### src/rtl/led_pattern_gen.sv
// Multi-channel LED pattern generator: shared tick prescaler plus per-channel
// off/on/blink/pulse modes, reconfigurable at run time through a write port.
module led_pattern_gen #(
  parameter int unsigned NUM_LEDS     = 2,
  parameter int unsigned PRESCALE     = 4_000_000,
  parameter int unsigned RATE_W       = 4,
  parameter int unsigned DEFAULT_RATE = 1,
  localparam int unsigned CH_W        = (NUM_LEDS > 1) ? $clog2(NUM_LEDS) : 1
) (
  input  logic                clk,
  input  logic                rst,
  input  logic                wr_en,
  input  logic [CH_W-1:0]     wr_ch,
  input  logic [1:0]          wr_mode,
  input  logic [RATE_W-1:0]   wr_rate,
  input  logic                sync,
  output logic                tick,
  output logic [NUM_LEDS-1:0] led
);

  localparam int unsigned PCNT_W = $clog2(PRESCALE);

  localparam logic [1:0] MODE_OFF   = 2'b00;
  localparam logic [1:0] MODE_ON    = 2'b01;
  localparam logic [1:0] MODE_BLINK = 2'b10;
  localparam logic [1:0] MODE_PULSE = 2'b11;

  logic [PCNT_W-1:0]   pcnt_q, pcnt_d;
  logic [1:0]          mode_q  [NUM_LEDS];
  logic [1:0]          mode_d  [NUM_LEDS];
  logic [RATE_W-1:0]   rate_q  [NUM_LEDS];
  logic [RATE_W-1:0]   rate_d  [NUM_LEDS];
  logic [RATE_W-1:0]   phase_q [NUM_LEDS];
  logic [RATE_W-1:0]   phase_d [NUM_LEDS];
  logic [NUM_LEDS-1:0] bstate_q, bstate_d;
  logic [NUM_LEDS-1:0] pflag_q, pflag_d;
  logic [NUM_LEDS-1:0] led_d;

  // Tick is decoded straight from the prescaler count.
  assign tick = (pcnt_q == PCNT_W'(PRESCALE - 1));

  // Next-state for prescaler and every channel; led follows the next state so
  // a tick or write in cycle n is visible on the pins in cycle n+1.
  always_comb begin
    pcnt_d = (sync || tick) ? '0 : pcnt_q + PCNT_W'(1);
    for (int unsigned i = 0; i < NUM_LEDS; i++) begin
      mode_d[i]   = mode_q[i];
      rate_d[i]   = rate_q[i];
      phase_d[i]  = phase_q[i];
      bstate_d[i] = bstate_q[i];
      pflag_d[i]  = pflag_q[i];
      led_d[i]    = 1'b0;
      if (wr_en && (32'(wr_ch) == i)) begin
        // Write also covers a coincident sync: both clear the same state.
        mode_d[i]   = wr_mode;
        rate_d[i]   = wr_rate;
        phase_d[i]  = '0;
        bstate_d[i] = 1'(i % 2);
        pflag_d[i]  = 1'b0;
      end else if (sync) begin
        phase_d[i]  = '0;
        bstate_d[i] = 1'(i % 2);
        pflag_d[i]  = 1'b0;
      end else if (tick) begin
        case (mode_q[i])
          MODE_BLINK: begin
            if (phase_q[i] == rate_q[i]) begin
              phase_d[i]  = '0;
              bstate_d[i] = ~bstate_q[i];
            end else begin
              phase_d[i]  = phase_q[i] + RATE_W'(1);
            end
          end
          MODE_PULSE: begin
            if (phase_q[i] == rate_q[i]) begin
              phase_d[i] = '0;
              pflag_d[i] = 1'b1;
            end else begin
              phase_d[i] = phase_q[i] + RATE_W'(1);
              pflag_d[i] = 1'b0;
            end
          end
          default: ;
        endcase
      end
      case (mode_d[i])
        MODE_OFF:   led_d[i] = 1'b0;
        MODE_ON:    led_d[i] = 1'b1;
        MODE_BLINK: led_d[i] = bstate_d[i];
        default:    led_d[i] = pflag_d[i];
      endcase
    end
  end

  // State registers; reset restores the alternating blink pattern.
  always_ff @(posedge clk) begin
    if (rst) begin
      pcnt_q <= '0;
      for (int unsigned i = 0; i < NUM_LEDS; i++) begin
        mode_q[i]   <= MODE_BLINK;
        rate_q[i]   <= RATE_W'(DEFAULT_RATE);
        phase_q[i]  <= '0;
        bstate_q[i] <= 1'(i % 2);
        pflag_q[i]  <= 1'b0;
        led[i]      <= 1'(i % 2);
      end
    end else begin
      pcnt_q <= pcnt_d;
      for (int unsigned i = 0; i < NUM_LEDS; i++) begin
        mode_q[i]   <= mode_d[i];
        rate_q[i]   <= rate_d[i];
        phase_q[i]  <= phase_d[i];
        bstate_q[i] <= bstate_d[i];
        pflag_q[i]  <= pflag_d[i];
        led[i]      <= led_d[i];
      end
    end
  end

endmodule

### config.mk
export PLATFORM = sky130hd
export DESIGN_NAME = led_pattern_gen
export DESIGN_NICKNAME = d
export VERILOG_FILES = /design/src/rtl/led_pattern_gen.sv
export SDC_FILE = /design/constraint.sdc
export NUM_CORES = 1
export LEC_CHECK = 0
export ABC_AREA = 1
export BUFFER_PORTS_ARGS = -buffer_cell sky130_fd_sc_hd__buf_2
export CAP_MARGIN = 20
export CORE_UTILIZATION = 44
export DETAILED_ROUTE_END_ITERATION = 10
export HOLD_SLACK_MARGIN = 0.02
export PLACE_DENSITY_LB_ADDON = 0.2
export SLEW_MARGIN = 40
export SYNTH_ARGS = -nofsm -noshare
export SYNTH_HDL_FRONTEND = slang
export SYNTH_SLANG_ARGS = --single-unit
### constraint.sdc
create_clock -name clk -period 1.7 [get_ports clk]
set_input_delay 0.255 -clock clk [delete_from_list [all_inputs] [get_ports clk]]
set_output_delay 0.255 -clock clk [all_outputs]
set_load 0.02 [all_outputs]
# Word-level counts from Yosys, hierarchy flattened
# Memory sizes are Yosys's and may differ from the RTL's.
# Index checks and enable logic that the tools add are counted.
# W data, S select, Z words.
# op_classes
n_addsub	3
eq_ne	11
n_mux	45
n_bitwise	9
reduce_logical	8
# op_table
operator	n
$mux W4	16
$mux W1	23
$add A22 B1 Y22 const B	1
$eq A22 B22 Y1 const B	1
$eq A2 B2 Y1 const B	6
$add A4 B1 Y4 const B	2
$eq A4 B4 Y1	2
$mux W2	4
$or A1 B1 Y1	6
$pmux W1 S3	2
$reduce_or A2 Y1	3
$eq A2 B1 Y1 const B	2
$logic_not A2 Y1	2
$not A1 Y1	3
$logic_and A1 B1 Y1	2
$logic_or A1 B1 Y1	1
# word_totals
ff_bits	28
mem_bits_rw	20
in_bits	11
out_inout_bits	3
word_cells	83
n_memories	3
# memory_table
name	words	width	read_ports	rd_clocked_by_memory_dff	write_ports	line	rtl
phase_q	2	4	2	0	2	33	logic [RATE_W-1:0] phase_q [NUM_LEDS];
rate_q	2	4	2	0	2	31	logic [RATE_W-1:0] rate_q [NUM_LEDS];
mode_q	2	2	2	0	2	29	logic [1:0] mode_q [NUM_LEDS];

# Depth between registers and ports, before layout
# logic_depth
depth_word	7
depth_mapped	12
depth_no_buf	12

# Worst setup path after synthesis
# OpenSTA, ideal clock, no wires.
# synth_timing
path_type	register to register
startpoint	register pcnt_q[0]
endpoint	register pcnt_q[20]
setup_time_ns	0.115
arrival_ns	1.440
setup_slack_ns	0.145
path_stages_with_launch	12
n_path_buf	0
path_cell_list	dfxtp_1 ha_1 nand2_2 nor2_4 nand2_1 nor2_1 inv_1 nor2_2 inv_1 nor2_1 a21oi_1 o21a_1
# synth_via
elab_chain_cells	3
word_cells_on_any_way	4
cone_classes	add/sub: 1; eq/ne: 1; reduce/logical: 2
# synth_rtl
element	line	rtl
start: declaration	28	logic [PCNT_W-1:0] pcnt_q, pcnt_d;
start signal: assignment	108	pcnt_q <= pcnt_d;
parallel branches: the longest is 3 deep, another holds $add A22 B1 Y22	-	
# Several ways; the timed one is not identified.
# A chain may end at the register's enable or synchronous reset.

# Worst setup path in the final report
# layout_timing
startpoint	register pcnt_q[0]
endpoint	output tick
# layout_via
elab_chain_cells	1
# layout_rtl
element	line	rtl
$eq A22 B22 Y1	40	assign tick = (pcnt_q == PCNT_W'(PRESCALE - 1));
end: declaration	17	output logic tick,
# No other way between the ends.

==> metrics.log <==
INFO  metric run_status = complete, no violations
INFO  metric insertion_delay = about 300 ps
INFO  metric synthToLayoutAreaGrowth = 18.5%
INFO  metric r2r_slack = about 90 ps
INFO  metric grt_pass1_wl = roughly 8.1 mm
INFO  metric hold_viol = 0
INFO  metric worst-slew-pin-transition = 384 ps
INFO  metric critPathRequiredTime = between 1000 and 1500 ps
INFO  metric intPower = about 0.0016 W
INFO  metric grt.met2_usage = 0.292
INFO  metric yosysWarnings = 0
INFO  metric clock_sink_count = 48
INFO  metric syn_inst = approximately 350
INFO  metric ctsHtreeMaxLevel = 2
INFO  metric use_met1 = 0.261
INFO  metric residual_overflow_from_global_routing = 0
INFO  metric cts-root-buf = clkbuf_8
INFO  metric max_clk_rate = 606 MHz
INFO  metric finish.net_count = just under 400
INFO  metric clkTransAtPathRegs = ~90 ps
INFO  metric first_global_vias = around 1900
INFO  metric floorplan_die_height = 75.7 um
INFO  metric r2r_startpoint = pcnt_q[0]
INFO  metric cp.arrival = 1390 ps
INFO  metric synth.distinct_cells = 29
INFO  metric setup-violations-final = 0
INFO  metric synth_top_area_cell = dfxtp_1
INFO  metric timing.setup.critical_path_class = register to output port
INFO  metric seq_area = around 970 sq um
INFO  metric critical_path_maximum_fanout = 3
INFO  metric synth.top_cells.by_area = dfxtp_1 (40%), nand2_1 (12%), nor2_1 (10%)
INFO  metric slew_viol_final = 0
INFO  metric share_clk_of_total_power = 0.390
INFO  metric routed_wire_length_per_instance = approximately 11 um
INFO  metric netSwitchingFraction = 0.233
INFO  metric drive_gt1_frac = 0.174
INFO  metric grt-busiest-layer = met2
INFO  metric cts_made_buffers = 5
INFO  metric initial_antenna_violation_count = 0
INFO  metric total_number_of_vias = around 2100
INFO  metric pin_count_of_the_biggest_net_entering_global_routing = 16
INFO  metric area_of_combinational_cells_with_multiple_inputs = 0.00130 sq mm
INFO  metric synth_top_area_share = 0.402
INFO  metric preCtsSetupSlack = 4.33 ps
INFO  metric post-route-period-util = 0.970
INFO  metric vdd.ir_drop.worst = roughly 340 uV
INFO  metric globalRouteMet3Util = 0.0437
INFO  metric initial_cell_density_of_the_core = 0.462
INFO  metric post_synth.cell_area_avg = around 6.9 sq um
INFO  metric finalWirelength = ~5 mm
INFO  metric hpwlAfterDp = approximately 3.7 mm
INFO  metric ant_nets = 0
INFO  metric period_needed = 1650 ps
INFO  metric fp.dieW = between 70 and 80 um
INFO  metric power_switching = slightly below 0.0005 W
INFO  metric fillers = 506
INFO  metric die_area = approximately 0.0057 sq mm
INFO  metric synth_seq_cells = between 40 and 50
INFO  metric grtUsageTotal = 0.189
INFO  metric timing.hold.worst.class = input port to register
INFO  metric drcViolationCount = 0
INFO  metric synth_nets = 362
INFO  metric cts.hold.buffers_added = 0
INFO  metric comb_power_share = 0.066
INFO  metric place.port_buffers = 13
INFO  metric layout_setup_ws = approximately 50 ps
INFO  metric drt_pre_antenna_iters = 4
INFO  metric route.detailed.vias_per_inst = approximately 4.7
INFO  metric finalClockSkew = 3.19 ps
INFO  metric max-cap-violations = 0
INFO  metric antenna_cells_inserted = 0
INFO  metric power_density = around 750 mW/mm^2
INFO  metric total_leakage_power = ~1.2 nW
INFO  metric setup.worst_path.start = pcnt_q[0]
INFO  metric detail_route.iter0.violations = 100
INFO  metric syn_area = 0.00239 sq mm
INFO  metric cts_max_path_buffers = 2
INFO  metric boundary_pins = 14
INFO  metric tritoncts = done
INFO  metric routability_driven_placement_congestion_ratio = about 0.84
INFO  metric row_count = 26
INFO  metric seq_power_share = 0.545
INFO  metric critPathCaptureType = output port
INFO  metric coreArea = approximately 0.0052 sq mm
INFO  metric relSlewSlack = 0.742
INFO  metric timing.critical_path.from_type = register
INFO  metric grt_setup_unrepaired = yes
INFO  metric synth-seq-area-share = 0.402
INFO  metric fin_worst_hold_slack = roughly 190 ps
INFO  metric timing.hold.worst.start = wr_rate[0]
==> final timing paths <==
| kind | end | cells after the start |
|---|---|---|
| setup / recovery | tick | 6 |
| hold reg to reg | pcnt_q[0] | 1 |
| hold / removal | rate_q[0][0] | 3 |
| setup reg to reg | led[1] | 10 |
==> cells by family after synthesis <==
family / Yosys count / synth area share
AO/OA/AOI/OAI: 32 / 0.0739
XOR/XNOR: 12 / 0.0440
buffers and inverters: 52 / 0.0828
adder cells (fa/ha/maj): 3 / 0.0157
AND/OR/NAND/NOR: 201 / 0.381
flip-flops: 48 / 0.402
==> timing repair <==
action                     in CTS  in global routing
setup endpoints to repair       2                 31
setup buffers                   2                  1
pin swaps                       2                  6
gates resized for setup         3                 21
hold endpoints to repair        0                  0
==> state kept, by name, summed over array words and instances, names as in the netlist <==
signal    count
pcnt_q       22
rate_q        8
phase_q       8
bstate_q      2
pflag_q       2
mode_q        4
led           2
==> per-stage QoR <==
stage / TNS, ps / area, sq um / util / std cells / total power, W
2_1_floorplan: 0 / 2390 / - / 348 / 0.00127
3_3_place_gp: 0 / 2620 / 0.506 / 438 / 0.00132
3_5_place_dp: 0 / 2620 / 0.506 / 438 / 0.00132
4_1_cts: 0 / 2750 / 0.531 / 448 / 0.00214
5_1_grt: -75.0 / 2830 / 0.547 / 449 / 0.00223
6_report: 0 / 2830 / 0.547 / 449 / 0.00213
==> power by group through the flow <==
stage | combinational (W) | clock, W | sequential (W)
6_report | 0.000140 | 0.000829 | 0.00116
3_5_place_dp | 0.000137 | 0 | 0.00118
4_1_cts | 0.000138 | 0.000847 | 0.00116
3_3_place_gp | 0.000134 | 0 | 0.00118
2_1_floorplan | 0.0000864 | 0 | 0.00119
5_1_grt | 0.000162 | 0.000900 | 0.00116
==> metal layers <==
| metal | vias up | wire length, um | part of all wire |
|---|---|---|---|
| li1 | 1153 | - | - |
| met1 | 943 | 2540 | 0.52 |
| met2 | 16 | 2180 | 0.44 |
| met3 | 6 | 113 | 0.023 |
| met4 | 0 | 68 | 0.014 |
| met5 | - | 0 | 0 |
==> cells in the mapped netlist <==
cell type	n
clkinv_1	1
nand2_2	4
nor3_4	1
nand4_1	11
clkbuf_1	2
dfxtp_1	48
o21a_1	1
nor4_1	1
a211oi_1	2
nor2_4	1
o211ai_1	1
o21bai_1	1
nor2_2	7
a21oi_1	14
or2_2	3
nand3_1	13
nor2_1	65
ha_1	3
nand2_1	77
inv_1	47
o21ai_2	1
o21ai_0	12
buf_2	2
xnor2_1	2
nor3_1	9
xor2_1	10
nor3_2	1
nor3b_1	5
nand3_2	3
==> layout by cell type (no fill, tap or decap), types with 2 or more instances in the layout <==
cell      instances
dfxtp_1          44
buf_2            12
nand4_1          11
inv_2             3
ha_1              2
buf_4            13
nor3b_1           5
inv_1            44
or2_2             3
nand2_2           4
nor3_1            9
xnor2_1           2
nor2_4            7
xor2_1           10
nand3_1          11
clkbuf_8          5
dfxtp_2           3
o21ai_0          11
nand3_2           4
a21oi_1          14
nor2_1           65
a211oi_1          2
nand2_1          76
==> cell type report <==
class / count / area share
clock buffer: 6 / 0.0256
clock inverter: 2 / 0.0124
inverter: 48 / 0.0637
multi-input combinational: 248 / 0.458
sequential: 48 / 0.342
tap: 70 / 0.0309
timing repair buffer: 27 / 0.0668
==> critical path, stage by stage, from the launching register on <==
cell	delay (ps)
dfxtp_4	370
ha_4	140
nand2_4	60
nor3_4	220
nand3_2	110
inv_2	80
buf_6	110
(Power assumes the default switching activity.)
